$ cat src/rtl/apb_cmd_master_pkg.sv
// Shared types and default sizes for the command-to-APB bridge.
package apb_cmd_pkg;

    typedef enum logic [1:0] {
        IDLE   = 2'd0,
        SETUP  = 2'd1,
        ACCESS = 2'd2,
        RESP   = 2'd3
    } apb_state_e;

    localparam int unsigned APB_ADDR_W  = 8;
    localparam int unsigned APB_DATA_W  = 8;
    localparam int unsigned APB_TIMEOUT = 16;

endpackage

$ cat src/rtl/apb_cmd_master_if.sv
// Command, response and APB signals of the bridge, seen from the bridge (master)
// and from its environment (slave).
interface apb_cmd_master_if
    import apb_cmd_pkg::*;
#(
    parameter int unsigned ADDR_W = APB_ADDR_W,
    parameter int unsigned DATA_W = APB_DATA_W
);
    logic              cmd_valid;
    logic              cmd_ready;
    logic              cmd_write;
    logic [ADDR_W-1:0] cmd_addr;
    logic [DATA_W-1:0] cmd_wdata;
    logic              rsp_valid;
    logic              rsp_ready;
    logic [DATA_W-1:0] rsp_rdata;
    logic              rsp_err;
    logic              PSEL;
    logic              PENABLE;
    logic              PWRITE;
    logic [ADDR_W-1:0] PADDR;
    logic [DATA_W-1:0] PWDATA;
    logic [DATA_W-1:0] PRDATA;
    logic              PREADY;

    modport master (
        input  cmd_valid, cmd_write, cmd_addr, cmd_wdata, rsp_ready, PRDATA, PREADY,
        output cmd_ready, rsp_valid, rsp_rdata, rsp_err,
               PSEL, PENABLE, PWRITE, PADDR, PWDATA
    );

    modport slave (
        output cmd_valid, cmd_write, cmd_addr, cmd_wdata, rsp_ready, PRDATA, PREADY,
        input  cmd_ready, rsp_valid, rsp_rdata, rsp_err,
               PSEL, PENABLE, PWRITE, PADDR, PWDATA
    );
endinterface

$ cat src/rtl/apb_cmd_master_wait_timer.sv
// ACCESS wait-state counter; expired_o flags the edge on which the count
// reaches TIMEOUT, so the caller can abort on that same edge.
module apb_wait_timer
    import apb_cmd_pkg::*;
#(
    parameter int unsigned TIMEOUT = APB_TIMEOUT,
    parameter int unsigned CNT_W   = 5
) (
    input  logic clk_i,
    input  logic rst_i,
    input  logic clr_i,
    input  logic en_i,
    output logic expired_o
);
    localparam logic [CNT_W-1:0] TO_CNT = CNT_W'(TIMEOUT);
    localparam bit               TO_EN  = (TIMEOUT != 32'd0);

    logic [CNT_W-1:0] cnt_q;
    logic [CNT_W-1:0] cnt_d;

    // next count: clear wins over increment
    always_comb begin
        cnt_d = cnt_q;
        if (clr_i) begin
            cnt_d = {CNT_W{1'b0}};
        end else if (en_i) begin
            cnt_d = cnt_q + {{(CNT_W-1){1'b0}}, 1'b1};
        end else begin
            cnt_d = cnt_q;
        end
    end

    // count register
    always_ff @(posedge clk_i) begin
        if (rst_i) begin
            cnt_q <= {CNT_W{1'b0}};
        end else begin
            cnt_q <= cnt_d;
        end
    end

    assign expired_o = TO_EN && en_i && !clr_i && (cnt_d == TO_CNT);

endmodule

$ cat src/rtl/apb_cmd_master.sv
// Single-outstanding command-to-APB bridge: IDLE -> SETUP -> ACCESS (wait/timeout) -> RESP.
module apb_cmd_master
    import apb_cmd_pkg::*;
#(
    parameter int unsigned ADDR_W  = APB_ADDR_W,
    parameter int unsigned DATA_W  = APB_DATA_W,
    parameter int unsigned TIMEOUT = APB_TIMEOUT,
    parameter int unsigned CNT_W   = 5
) (
    input  logic              PCLK,
    input  logic              PRESET,
    apb_cmd_master_if.master  bus
);
    apb_state_e        state_q, state_d;
    logic              cmd_ready_q, cmd_ready_d;
    logic              psel_q, psel_d;
    logic              penable_q, penable_d;
    logic              pwrite_q, pwrite_d;
    logic [ADDR_W-1:0] paddr_q, paddr_d;
    logic [DATA_W-1:0] pwdata_q, pwdata_d;
    logic              rsp_valid_q, rsp_valid_d;
    logic [DATA_W-1:0] rsp_rdata_q, rsp_rdata_d;
    logic              rsp_err_q, rsp_err_d;
    logic              tmr_clr_s;
    logic              tmr_en_s;
    logic              tmr_expired_s;

    apb_wait_timer #(
        .TIMEOUT (TIMEOUT),
        .CNT_W   (CNT_W)
    ) u_wait_timer (
        .clk_i     (PCLK),
        .rst_i     (PRESET),
        .clr_i     (tmr_clr_s),
        .en_i      (tmr_en_s),
        .expired_o (tmr_expired_s)
    );

    // next state and transfer fields; bus outputs are decoded from the next state
    always_comb begin
        state_d     = state_q;
        pwrite_d    = pwrite_q;
        paddr_d     = paddr_q;
        pwdata_d    = pwdata_q;
        rsp_rdata_d = rsp_rdata_q;
        rsp_err_d   = rsp_err_q;
        tmr_clr_s   = 1'b0;
        tmr_en_s    = 1'b0;
        case (state_q)
            IDLE: begin
                if (bus.cmd_valid && cmd_ready_q) begin
                    state_d   = SETUP;
                    pwrite_d  = bus.cmd_write;
                    paddr_d   = bus.cmd_addr;
                    pwdata_d  = bus.cmd_wdata;
                    tmr_clr_s = 1'b1;
                end else begin
                    state_d = IDLE;
                end
            end
            SETUP: begin
                state_d = ACCESS;
            end
            ACCESS: begin
                // PREADY has priority over a timeout reached on the same edge
                if (bus.PREADY) begin
                    state_d     = RESP;
                    rsp_rdata_d = pwrite_q ? {DATA_W{1'b0}} : bus.PRDATA;
                    rsp_err_d   = 1'b0;
                end else begin
                    tmr_en_s = 1'b1;
                    if (tmr_expired_s) begin
                        state_d     = RESP;
                        rsp_rdata_d = {DATA_W{1'b0}};
                        rsp_err_d   = 1'b1;
                    end else begin
                        state_d = ACCESS;
                    end
                end
            end
            RESP: begin
                if (bus.rsp_ready) begin
                    state_d = IDLE;
                end else begin
                    state_d = RESP;
                end
            end
            default: begin
                state_d = IDLE;
            end
        endcase
        cmd_ready_d = (state_d == IDLE);
        psel_d      = (state_d == SETUP) || (state_d == ACCESS);
        penable_d   = (state_d == ACCESS);
        rsp_valid_d = (state_d == RESP);
    end

    // state and output registers
    always_ff @(posedge PCLK) begin
        if (PRESET) begin
            state_q     <= IDLE;
            cmd_ready_q <= 1'b0;
            psel_q      <= 1'b0;
            penable_q   <= 1'b0;
            pwrite_q    <= 1'b0;
            paddr_q     <= {ADDR_W{1'b0}};
            pwdata_q    <= {DATA_W{1'b0}};
            rsp_valid_q <= 1'b0;
            rsp_rdata_q <= {DATA_W{1'b0}};
            rsp_err_q   <= 1'b0;
        end else begin
            state_q     <= state_d;
            cmd_ready_q <= cmd_ready_d;
            psel_q      <= psel_d;
            penable_q   <= penable_d;
            pwrite_q    <= pwrite_d;
            paddr_q     <= paddr_d;
            pwdata_q    <= pwdata_d;
            rsp_valid_q <= rsp_valid_d;
            rsp_rdata_q <= rsp_rdata_d;
            rsp_err_q   <= rsp_err_d;
        end
    end

    assign bus.cmd_ready = cmd_ready_q;
    assign bus.PSEL      = psel_q;
    assign bus.PENABLE   = penable_q;
    assign bus.PWRITE    = pwrite_q;
    assign bus.PADDR     = paddr_q;
    assign bus.PWDATA    = pwdata_q;
    assign bus.rsp_valid = rsp_valid_q;
    assign bus.rsp_rdata = rsp_rdata_q;
    assign bus.rsp_err   = rsp_err_q;

endmodule

$ cat src/flat_wrapper.sv
// flat-port wrapper written by rule: the top's interface ports become plain ports
module apb_cmd_master_flat import apb_cmd_pkg::*;
#(
    parameter int unsigned ADDR_W  = APB_ADDR_W,
    parameter int unsigned DATA_W  = APB_DATA_W,
    parameter int unsigned TIMEOUT = APB_TIMEOUT,
    parameter int unsigned CNT_W   = 5
)
  (PCLK, PRESET, bus_cmd_valid, bus_cmd_write, bus_cmd_addr, bus_cmd_wdata, bus_rsp_ready, bus_PRDATA, bus_PREADY, bus_cmd_ready, bus_rsp_valid, bus_rsp_rdata, bus_rsp_err, bus_PSEL, bus_PENABLE, bus_PWRITE, bus_PADDR, bus_PWDATA);
  apb_cmd_master_if #(.ADDR_W(ADDR_W), .DATA_W(DATA_W)) bus_i ();
  input  logic PCLK;
  input  logic PRESET;
  input wire logic [$bits(bus_i.cmd_valid)-1:0] bus_cmd_valid;
  input wire logic [$bits(bus_i.cmd_write)-1:0] bus_cmd_write;
  input wire logic [$bits(bus_i.cmd_addr)-1:0] bus_cmd_addr;
  input wire logic [$bits(bus_i.cmd_wdata)-1:0] bus_cmd_wdata;
  input wire logic [$bits(bus_i.rsp_ready)-1:0] bus_rsp_ready;
  input wire logic [$bits(bus_i.PRDATA)-1:0] bus_PRDATA;
  input wire logic [$bits(bus_i.PREADY)-1:0] bus_PREADY;
  output wire logic [$bits(bus_i.cmd_ready)-1:0] bus_cmd_ready;
  output wire logic [$bits(bus_i.rsp_valid)-1:0] bus_rsp_valid;
  output wire logic [$bits(bus_i.rsp_rdata)-1:0] bus_rsp_rdata;
  output wire logic [$bits(bus_i.rsp_err)-1:0] bus_rsp_err;
  output wire logic [$bits(bus_i.PSEL)-1:0] bus_PSEL;
  output wire logic [$bits(bus_i.PENABLE)-1:0] bus_PENABLE;
  output wire logic [$bits(bus_i.PWRITE)-1:0] bus_PWRITE;
  output wire logic [$bits(bus_i.PADDR)-1:0] bus_PADDR;
  output wire logic [$bits(bus_i.PWDATA)-1:0] bus_PWDATA;
  assign bus_i.cmd_valid = bus_cmd_valid;
  assign bus_i.cmd_write = bus_cmd_write;
  assign bus_i.cmd_addr = bus_cmd_addr;
  assign bus_i.cmd_wdata = bus_cmd_wdata;
  assign bus_i.rsp_ready = bus_rsp_ready;
  assign bus_i.PRDATA = bus_PRDATA;
  assign bus_i.PREADY = bus_PREADY;
  assign bus_cmd_ready = bus_i.cmd_ready;
  assign bus_rsp_valid = bus_i.rsp_valid;
  assign bus_rsp_rdata = bus_i.rsp_rdata;
  assign bus_rsp_err = bus_i.rsp_err;
  assign bus_PSEL = bus_i.PSEL;
  assign bus_PENABLE = bus_i.PENABLE;
  assign bus_PWRITE = bus_i.PWRITE;
  assign bus_PADDR = bus_i.PADDR;
  assign bus_PWDATA = bus_i.PWDATA;
  apb_cmd_master #(.ADDR_W(ADDR_W), .DATA_W(DATA_W), .TIMEOUT(TIMEOUT), .CNT_W(CNT_W)) u_core (.PCLK(PCLK), .PRESET(PRESET), .bus(bus_i));
endmodule
$ cat config.mk
export PLATFORM = sky130hd
export DESIGN_NAME = apb_cmd_master_flat
export DESIGN_NICKNAME = d
export VERILOG_FILES = /design/src/rtl/apb_cmd_master_pkg.sv /design/src/rtl/apb_cmd_master_if.sv /design/src/rtl/apb_cmd_master_wait_timer.sv /design/src/rtl/apb_cmd_master.sv /design/src/flat_wrapper.sv
export SDC_FILE = /design/constraint.sdc
export NUM_CORES = 1
export LEC_CHECK = 0
export ABC_AREA = 1
export BUFFER_PORTS_ARGS = -buffer_cell sky130_fd_sc_hd__buf_2
export CAP_MARGIN = 20
export CORE_AREA = 2 2 46 80
export CTS_CLUSTER_DIAMETER = 80
export DETAILED_ROUTE_END_ITERATION = 7
export DIE_AREA = 0 0 48 82
export GPL_TIMING_DRIVEN = 0
export PLACE_DENSITY = 0.81
export SYNTH_ARGS = -nofsm -noshare
export SYNTH_HDL_FRONTEND = slang
export SYNTH_SLANG_ARGS = --single-unit
$ cat constraint.sdc
create_clock -name PCLK -period 5.5 [get_ports PCLK]
set_clock_uncertainty 0.15 [all_clocks]
set_input_delay 0.825 -clock PCLK [delete_from_list [all_inputs] [get_ports PCLK]]
set_output_delay 0.825 -clock PCLK [all_outputs]
set_load 0.005 [all_outputs]
==> results.md <==
- Design area: approximately 2100 µm²
- Slowest stage delay, CP: 270 ps
- Critical path depth: 14
- CTS max path bufs: 2
- Ys async rst share: 0
- Post-CTS Setup Inserts: 0
- Largest family of logic cells by synthesized area: simple AND/OR/NAND/NOR gates
- Drt pass-1 iters: 4
- WL per Instance: 10.8 µm
- Core ar.: 3330 µm²
- Max-slew violations: 0
- Chip Width: 48 µm
- Total die area: roughly 3900 µm²
- Syn nets: 254
- Setup_tns: 0 ps
- Mapped cell area: 1650 µm²
- Cell family with the largest share of critical-path delay: simple AND/OR/NAND/NOR gates
- Relative slew slack: 0.678
- Mapped Cells: 220
- Total wire length: roughly 3600 µm
- Post-layout min period: 2430 ps
- Arrival time at the worst endpoint: 2430 ps
- Detailed-route DRC error count: 0
- Die height: a little over 80 µm
- Adder-cell share of the synthesized area: 0.0303
- GR Util All Layers: 0.202
- RSZ-0062 raised after global routing: no
- ANT nets after route: 0
- Via count: 1,574
- Fraction of synthesized cell area in xor and xnor cells: 0
- Mean post-synth cell area: between 7 and 8 µm²
- Flop2flop setup slack: 3220 ps
- Setup crit end: u_core.bus.PSEL
- FF-to-FF End: u_core.bus.PSEL
- Final #Nets: 320
- DP HPWL: 2790 µm
- Layout cells sized above 1: 0.328
- Reg2Reg Depth: 15
- CTS resizes: 0
- Clk root buf: clkbuf_8
- Max-Cap Viols: 0
- Status: finished clean
- Final setup viols: 0
- Clock Pin Slew Worst Setup and Hold Paths: 70 ps
- Inserted Clock Buffers: 5
- Worst setup EP type: flop
- Post-DP Area: around 2000 µm²
- Clk_lat worst skew: 280 ps
- Hold-fix buffers, CTS: 0
- Crit-path max FO: 8
- Vias in the first global route: 1,440
- Main synth FF type: dfxtp_1
- Final period util: 0.441
- Top cell type's share of synthesized area: 0.449
- Post-synthesis simple-gate area fraction: 0.332
- First-pass GRT wire length: ~5700 µm
- GR Overflow Total: 0
- Crit path buf inv count: 4
- Area grow syn2layout: 28.4%
- Placer Congestion: roughly 0.8
- # diodes: 0
- Critical Path Start: bus_PREADY
- Row count: 28
- Initial antenna violation count: 0
- Synth cell types: 23
- Area leader, netlist: dfxtp_1
- Worst Path Required: 5510 ps
- Pwr Density: 315 nW/µm²
- CTS tree: built
- Leakage power: 1.02 nW
- Fin. Hold Viols: 0
- F_max: 412 MHz
- Clock sinks: 37
- Largest net degree at the start of global routing: 12
- Fraction of synthesized area in multiplexers: 0
- Register area share after synthesis: 0.449
- Compound-Gate Fraction of Synth Area: 0.102
- Slowest stage cell, crit path: ha_1
- Crit Path Class: input port to flop
- Ys Warns: 0
- Hold Crit Class: flop to flop
- Measured slew at the worst slew-check pin: 481 ps
- Initial DRC Count: 18
- Ranking of synthesized cells by area: dfxtp_1 45%, nor2_1 13%, nand2_1 9.1%, o21ai_0 5.2%, a21oi_2 4.8%
- Reg2reg start: u_core.u_wait_timer.cnt_q[0]
- Worst VDD drop: 0.000187 V
- H-tree depth: 2
- Io pins: 60
- Synth Register Bits: 37
- Via/cell ratio: 4.74
- Crit path launch type: input port
- Critical path, cell by cell: buf_2 -> inv_2 -> nand3_1 -> nand2_1 -> nand2_1 -> nor2_1 -> nand3_2 -> nand2_4 -> nand2_2 -> nand2_2 -> inv_2 -> ha_1 -> inv_1 -> nor2_1
- Number of synthesized flops with an enable pin: 0
- Buffers on Ports: 59
- Initial cell density of the core: 0.495
==> where the power goes <==
part	switching, mW	internal, mW	total [mW]
logic	0.0697	0.0542	0.124
registers	0.0123	0.291	0.303
clock network	0.0911	0.148	0.239
==> sequential cells by signal, indices dropped and copies added (netlist names) <==
register                   flops
u_core.bus.rsp_err             1
u_core.bus.cmd_ready           1
u_core.u_wait_timer.cnt_q      5
u_core.bus.rsp_valid           1
u_core.bus.PENABLE             1
u_core.bus.PWRITE              1
u_core.state_q                 2
u_core.bus.PWDATA              8
u_core.bus.rsp_rdata           8
u_core.bus.PADDR               8
u_core.bus.PSEL                1
==> how the worst min path moves through the flow <==
stage / to / startpoint / slack, ps / depth (start not counted)
final: u_core.bus.rsp_err / u_core.bus.rsp_err / 310 / 2
after global routing: u_core.bus.rsp_err / u_core.bus.rsp_err / 360 / 2
after CTS: u_core.bus.rsp_err / u_core.bus.rsp_err / 320 / 2
after detailed placement: u_core.bus.rsp_err / u_core.bus.rsp_err / 310 / 2
after global placement: u_core.bus.rsp_err / u_core.bus.rsp_err / 300 / 2
after floorplan: u_core.bus.rsp_err / u_core.bus.rsp_err / 300 / 2
==> routing by layer <==
layer | share of wire | track usage
met5 | 0 | 0
met4 | 0.019 | 0.100
met3 | 0.051 | 0.0352
met2 | 0.56 | 0.381
met1 | 0.37 | 0.191
==> layout make-up <==
type / instances / area, µm²
Fill cell: 310 / 1210
Multi-Input combinational cell: 155 / 767
Sequential cell: 37 / 741
Timing Repair Buffer: 59 / 295
Clock buffer: 7 / 86.3
Inverter: 19 / 71.3
Buffer: 9 / 70.1
Tap cell: 45 / 56.3
Clock inverter: 1 / 30.0
==> logic make-up after synthesis <==
| group | after synthesis |
|---|---|
| flip-flops | 37 |
| AND/OR/NAND/NOR | 124 |
| AO/OA/AOI/OAI | 27 |
| buffers and inverters | 28 |
| adder cells (fa/ha/maj) | 4 |
==> synthesized netlist by cell type (2+ instances only) <==
library cell / n
buf_2: 2
ha_1: 4
nand3_1: 10
o21ai_0: 17
clkbuf_1: 4
nand2_1: 40
nand3_2: 5
dfxtp_1: 37
nor2_1: 57
nand2_2: 4
a21oi_2: 9
inv_2: 2
inv_1: 16
nand4_1: 4
==> worst reg2reg max path: stages, from the launching register on <==
cell     delay, ps
dfxtp_1        430
ha_1           260
nand3_1        100
nand2_1         70
nand2_1         50
nand2_1         50
nand2_1         80
nor2_1         160
nand3_2        120
nand2_4        130
nand2_2         90
nand2_2         80
inv_2           50
ha_1           270
inv_1           50
nor2_1          30
==> layout by cell type, fill, tap and decap left out, drive strengths merged <==
| cell | netlist | final |
|---|---|---|
| a21oi | 10 | 10 |
| buf | 4 | 63 |
| bufinv | 0 | 1 |
| clkbuf | 5 | 12 |
| clkinv | 1 | 1 |
| dfxtp | 37 | 37 |
| ha | 4 | 4 |
| inv | 18 | 18 |
| nand2 | 45 | 45 |
| nand3 | 15 | 15 |
| nand4 | 4 | 4 |
| nor2 | 59 | 59 |
| nor3 | 1 | 1 |
| o21ai | 17 | 17 |
==> metrics by stage <==
stage | hold WS [ps] | utilization | worst slack, ps | std cells | power, mW
final | 314 | 0.636 | 3070 | 332 | 0.666
after global routing | 360 | 0.636 | 2900 | 332 | 0.703
after CTS | 317 | 0.636 | 3100 | 332 | 0.674
after detailed placement | 306 | 0.601 | 2800 | 324 | 0.435
after global placement | 299 | 0.601 | 2810 | 324 | 0.431
after floorplan | 299 | - | 3180 | 220 | 0.388
(Power assumes the default switching activity.)
